## src/rtl/datapacket_pkg.sv

```systemverilog
// Shared definitions for the sensor datapacket UART link (transmitter and ground receiver).
package datapacket_pkg;

  localparam int         PKT_W             = 48;
  localparam int         PKT_BYTES         = 6;
  localparam int         FRAME_BYTES       = 8;
  localparam logic [7:0] SYNC_BYTE_DEFAULT = 8'hA5;

  typedef enum logic [2:0] {
    ST_IDLE,
    ST_SYNC,
    ST_PAYLOAD,
    ST_CSUM,
    ST_DONE
  } framer_state_t;

  // Payload byte by index; index 0 is the most significant byte, sent first.
  function automatic logic [7:0] payloadByte(input logic [PKT_W-1:0] pkt,
                                             input logic [2:0]       idx);
    logic [7:0] result;
    case (idx)
      3'd0:    result = pkt[47:40];
      3'd1:    result = pkt[39:32];
      3'd2:    result = pkt[31:24];
      3'd3:    result = pkt[23:16];
      3'd4:    result = pkt[15:8];
      3'd5:    result = pkt[7:0];
      default: result = 8'h00;
    endcase
    return result;
  endfunction

endpackage

```

## src/rtl/datapacket_uart_tx_byte.sv

```systemverilog
// 8N1 byte serializer; accepts a new byte in the last cycle of the stop bit so bytes run gap-free.
module uart_tx_byte #(
  parameter int CLKS_PER_BIT = 87
) (
  input  logic       SYSCLK,
  input  logic       SYSRESET,
  input  logic [7:0] byte_in,
  input  logic       byte_valid,
  output logic       byte_ready,
  output logic       tx,
  output logic       byte_done
);

  localparam int            CW       = (CLKS_PER_BIT > 1) ? $clog2(CLKS_PER_BIT) : 1;
  localparam logic [CW-1:0] LAST_CLK = CW'(CLKS_PER_BIT - 1);

  logic          r_active;
  logic [9:0]    r_shift;
  logic [CW-1:0] r_clkCnt;
  logic [3:0]    r_bitIdx;
  logic          w_bitEnd;

  assign w_bitEnd   = (r_clkCnt == LAST_CLK);
  assign byte_done  = r_active && w_bitEnd && (r_bitIdx == 4'd9);
  assign byte_ready = !r_active || byte_done;
  assign tx         = r_active ? r_shift[0] : 1'b1;

  // Load {stop, data, start} on handshake, then shift one bit every CLKS_PER_BIT cycles.
  always_ff @(posedge SYSCLK or posedge SYSRESET) begin
    if (SYSRESET) begin
      r_active <= 1'b0;
      r_shift  <= '1;
      r_clkCnt <= '0;
      r_bitIdx <= '0;
    end else if (byte_valid && byte_ready) begin
      r_active <= 1'b1;
      r_shift  <= {1'b1, byte_in, 1'b0};
      r_clkCnt <= '0;
      r_bitIdx <= '0;
    end else if (r_active) begin
      if (w_bitEnd) begin
        r_clkCnt <= '0;
        if (r_bitIdx == 4'd9) begin
          r_active <= 1'b0;
        end else begin
          r_bitIdx <= r_bitIdx + 4'd1;
          r_shift  <= {1'b1, r_shift[9:1]};
        end
      end else begin
        r_clkCnt <= r_clkCnt + 1'b1;
      end
    end
  end

endmodule

```

## src/rtl/datapacket_uart_tx.sv

```systemverilog
// Frames a 48-bit datapacket as SYNC + 6 payload bytes + XOR checksum and sends it as 8N1 UART.
module datapacket_uart_tx
  import datapacket_pkg::*;
#(
  parameter int         CLKS_PER_BIT = 87,
  parameter logic [7:0] SYNC_BYTE    = SYNC_BYTE_DEFAULT
) (
  input  logic             SYSCLK,
  input  logic             SYSRESET,
  input  logic [PKT_W-1:0] datapacket,
  input  logic             pkt_valid,
  output logic             pkt_ready,
  output logic             tx,
  output logic             busy,
  output logic             frame_done
);

  framer_state_t    r_state, w_nextState;
  logic [PKT_W-1:0] r_hold;
  logic [7:0]       r_csum;
  logic [2:0]       r_byteIdx;

  logic       w_accept;
  logic       w_byteValid;
  logic [7:0] w_byteIn;
  logic       w_byteReady;
  logic       w_byteDone;
  logic       w_loadPayload;

  assign pkt_ready  = (r_state == ST_IDLE) && w_byteReady && !SYSRESET;
  assign w_accept   = pkt_valid && pkt_ready;
  assign busy       = (r_state != ST_IDLE);
  assign frame_done = (r_state == ST_DONE);

  // Framer state register.
  always_ff @(posedge SYSCLK or posedge SYSRESET) begin
    if (SYSRESET) begin
      r_state <= ST_IDLE;
    end else begin
      r_state <= w_nextState;
    end
  end

  // Next-state logic; the following byte is handed to the serializer in the same cycle the current one ends.
  always_comb begin
    w_nextState   = r_state;
    w_byteValid   = 1'b0;
    w_byteIn      = SYNC_BYTE;
    w_loadPayload = 1'b0;
    case (r_state)
      ST_IDLE: begin
        if (w_accept) begin
          w_nextState = ST_SYNC;
          w_byteValid = 1'b1;
          w_byteIn    = SYNC_BYTE;
        end
      end
      ST_SYNC: begin
        if (w_byteDone) begin
          w_nextState   = ST_PAYLOAD;
          w_byteValid   = 1'b1;
          w_byteIn      = payloadByte(r_hold, 3'd0);
          w_loadPayload = 1'b1;
        end
      end
      ST_PAYLOAD: begin
        if (w_byteDone) begin
          w_byteValid = 1'b1;
          if (r_byteIdx == 3'(PKT_BYTES - 1)) begin
            w_nextState = ST_CSUM;
            w_byteIn    = r_csum;
          end else begin
            w_byteIn      = payloadByte(r_hold, r_byteIdx + 3'd1);
            w_loadPayload = 1'b1;
          end
        end
      end
      ST_CSUM: begin
        if (w_byteDone) begin
          w_nextState = ST_DONE;
        end
      end
      ST_DONE: begin
        w_nextState = ST_IDLE;
      end
      default: begin
        w_nextState = ST_IDLE;
      end
    endcase
  end

  // Holding register, running checksum and payload byte index.
  always_ff @(posedge SYSCLK or posedge SYSRESET) begin
    if (SYSRESET) begin
      r_hold    <= '0;
      r_csum    <= '0;
      r_byteIdx <= '0;
    end else begin
      if (w_accept) begin
        r_hold <= datapacket;
        r_csum <= '0;
      end
      if (w_loadPayload) begin
        r_csum <= r_csum ^ w_byteIn;
      end
      if ((r_state == ST_SYNC) && w_byteDone) begin
        r_byteIdx <= '0;
      end else if ((r_state == ST_PAYLOAD) && w_byteDone) begin
        r_byteIdx <= r_byteIdx + 3'd1;
      end
    end
  end

  uart_tx_byte #(
    .CLKS_PER_BIT(CLKS_PER_BIT)
  ) u_byteTx (
    .SYSCLK    (SYSCLK),
    .SYSRESET  (SYSRESET),
    .byte_in   (w_byteIn),
    .byte_valid(w_byteValid),
    .byte_ready(w_byteReady),
    .tx        (tx),
    .byte_done (w_byteDone)
  );

endmodule

```

## config.mk

```make
export PLATFORM = sky130hd
export DESIGN_NAME = datapacket_uart_tx
export DESIGN_NICKNAME = d
export VERILOG_FILES = /design/src/rtl/datapacket_pkg.sv /design/src/rtl/datapacket_uart_tx_byte.sv /design/src/rtl/datapacket_uart_tx.sv
export SDC_FILE = /design/constraint.sdc
export NUM_CORES = 1
export LEC_CHECK = 0
export BUFFER_PORTS_ARGS = -buffer_cell sky130_fd_sc_hd__buf_4
export CORE_UTILIZATION = 59
export CTS_CLUSTER_SIZE = 12
export DETAILED_ROUTE_END_ITERATION = 8
export HOLD_SLACK_MARGIN = 0.1
export PLACE_DENSITY_LB_ADDON = 0.1
export SYNTH_ARGS = -nofsm -noshare
export SYNTH_HDL_FRONTEND = slang
export SYNTH_SLANG_ARGS = --single-unit
export TNS_END_PERCENT = 100
```

## constraint.sdc

```tcl
create_clock -name SYSCLK -period 3.35 [get_ports SYSCLK]
set_input_delay 0.67 -clock SYSCLK [delete_from_list [all_inputs] [get_ports SYSCLK]]
set_output_delay 0.67 -clock SYSCLK [all_outputs]
set_load 0.1 [all_outputs]
```

==> results.toml <==
[place]
gp_congestion = 0.8638
dp.cells = 552
port_buffers = 54
pre_cts_ws_ns = 0.8225
dp.final_hpwl_um = 7202

[synthesis]
ys_warn_count = 0
syn_inst = 424
synth_area_leaders = "dfrtp_1, mux2_2, mux2_4"
ys_seq_area_share_pct = 45.04
synth_edf_count = 0
synth-main-ff-cell = "dfrtp_1"
ys_types = 64
ys_ff_latch = 83
synth_top_area_share_pct = 39.94
yosysTopAreaCell = "dfrtp_1"
syn_nets = 484
avgSynthCellArea_um2 = 10.94
synth-async-reset-ratio_pct = 100.0
synth_area_mm2 = 0.004637

[power_and_ir_drop]
peakVddDrop_v = 0.0002283
intPower_mw = 1.405
finalPower_mw = 1.802
p_leak_nw = 2.479
power_switching_uw = 396.7
pwr-share-comb_pct = 3.7
p_seq_share_pct = 55.6
netSwitchingFraction_pct = 22.02
powerDensity_mw_per_mm2 = 344.4
power_frac_clock_pct = 40.7

[layout]
syn_to_final_growth_pct = 12.82
final_cell_mix = "dfrtp_1, buf_4, nand2_1"
antenna_cells = 0
final_common_cell = "dfrtp_1"
drive_above_1_share_pct = 31.56
stdcell_count = 568
final_nets = 524

[critical_path]
crit_type = "flop to output pin"
reg2reg_to = "u_byteTx.r_shift[4]"
cp_max_fo = 5
critPathLaunch = "u_byteTx.r_clkCnt[0]"
cpMaxStageDelayCell = "dfrtp_1"
critical_path.endpoint = "pkt_ready"
slowest_delay_ns = 0.42
end_kind = "output pin"
r2r_slack_ns = 0.81
required_ns = 2.68
path_cells = "inv_1 -> ha_1 -> nand4b_2 -> o31ai_4 -> nor3b_2 -> buf_4"
crit_path_start_kind = "flop"
rr_worst_depth = 6
arrival_ns = 2.10
regToRegStartpoint = "r_byteIdx[0]"

[sta]
max-slew-margin-rel_pct = 24.02
hold_ws_ns = 0.4803
hold_violations = 0
tightest_slew_ns = 1.140
rsz0062_at_grt = "no"
final.min_clock_period_ns = 2.769
finClkSkew_ns = 0.01184
setup_ws_ns = 0.5812
timing.fmax_ghz = 0.3612
fin_setup_tns_ns = 0
finalMaxSlewViolations = 0
finalCritPeriodShare_pct = 82.65
setup_viol = 0

[clock_tree]
cts_tree = "built"
hold_buffers = 0
cts_buffers = 9
cts_resized = 0
cts.sinks = 83
cts-root-buf = "clkbuf_8"
clk_pin_slew_ns = 0.08
cts_max_level = 3
cts.path.max_buffers = 2
cts_setup_buffers = 0
clock_latency_ns = 0.37

[status]
status = "completed"

[drt]
ant_nets = 0
wl_per_cell_um = 18.14
drc_errors = 0
drt-initial-drc-count = 247
finalWirelength_um = 10300
vias_per_cell = 6.114
vias = 3473
drt-pass1-iter-count = 5

[global_route]
grt_pass1_vias = 3402
grt_max_degree = 66
antenna_found_initial = 0
grt.total_usage_pct = 26.71
grt_pass1_wl_um = 17040
overflow = 0

[floorplan]
row_count = 31
die_w_um = 90.65
start_util_pct = 62.59
io_pins = 55
fp.dieArea_mm2 = 0.008217
die_h_um = 90.65
core_mm2 = 0.007408

[hold_path]
hp-class = "flop to flop"

[run]
max_cap_viol_count = 0
==> power groups by stage <==
stage	Clock (mW)	Sequential [mW]	Combinational, mW
final	0.733	1.00	0.0674
after global routing	0.777	1.00	0.0758
after CTS	0.742	1.00	0.0695
after detailed placement	0	1.02	0.0694
after global placement	0	1.02	0.0679
after floorplan	0	1.02	0.0163
==> flip-flops by register name, summed over array words and instances, names as in the netlist <==
signal / cells
u_byteTx.r_shift: 9
u_byteTx.r_active: 1
r_byteIdx: 3
r_state: 3
u_byteTx.r_bitIdx: 4
r_hold: 48
u_byteTx.r_clkCnt: 7
r_csum: 8
==> critical path, delay by kind of cell, from the launching register on <==
kind                       cells  cell delay [ns]
AOI/OAI and AO/OA              1             0.35
and+or+nand+nor                2             0.40
adders and majority gates      1             0.17
buffers and inverters          2             0.38
DFF                            1             0.42
==> final cells by class <==
cell class | instances | area [µm²]
Clock buffer | 12 | 145.1
Timing Repair Buffer | 58 | 447.9
Clock inverter | 4 | 50.05
Multi-Input combinational cell | 300 | 2330
Sequential cell | 83 | 2088
Inverter | 12 | 46.29
Tap cell | 99 | 123.9
Fill cell | 576 | 2177
==> cell usage after synthesis, types with 2 or more instances <==
cell type  count
and3_1         4
a21oi_1       10
mux2_4        21
buf_6          5
nor2b_1        6
o31ai_1        9
nand2_1       41
clkbuf_1       8
o211ai_1       3
or4_1          2
nor3_1         7
or2_2          2
a22oi_1        4
dfstp_2        9
nand2b_1       5
buf_2         11
and4_1         3
buf_4          5
dfrtp_1       74
xor2_1         3
nor2_1        14
ha_1           9
mux2_2        30
and4b_1        2
a21o_1         2
a31oi_1        7
o21ai_0       29
nor3b_1        6
nand4_1        4
inv_1         12
and2_1         3
a221oi_1       2
o311ai_2       2
nand3b_1       2
nor4bb_1       2
o21a_1         3
nand3_1       15
a211oi_1       2
a222oi_1       5
mux2i_1       17
==> cells by family (layout without fill, tap and decap cells) <==
logic type,count (synthesis),in the layout,synth area share (%)
compound gates,90,90,13.52
xor+xnor,5,5,1.107
buf+inv,41,86,4.830
mux,68,68,17.75
flops,83,83,45.04
simple gates,128,128,15.33
fa+ha+maj,9,9,2.429
==> how the worst min path moves through the flow <==
stage / start / to / slack, ns / cells past startpoint
2_1_floorplan: r_csum[2] / r_csum[2] / 0.44 / 1
4_1_cts: r_csum[7] / r_csum[7] / 0.48 / 1
5_1_grt: r_csum[0] / r_csum[0] / 0.49 / 1
3_3_place_gp: r_csum[6] / r_csum[6] / 0.45 / 1
3_5_place_dp: r_csum[7] / r_csum[7] / 0.47 / 1
6_report: u_byteTx.r_shift[1] / u_byteTx.r_shift[0] / 0.48 / 2
==> routing by layer <==
metal / up-vias / GRT usage [%] / routed length [µm]
met2: 117 / 43.18 / 4963
met4: 0 / 11.96 / 283
met1: 1711 / 35.54 / 4570
met5: - / 0 / 0
li1: 1621 / - / -
met3: 24 / 4.125 / 485
==> per-stage QoR <==
stage          util, %  cell area (µm²)
2_1_floorplan        -             4642
3_3_place_gp     67.98             5036
3_5_place_dp     67.98             5036
4_1_cts          70.61             5231
5_1_grt          70.61             5231
6_report         70.61             5231
Power figures use the tool's default switching activity.
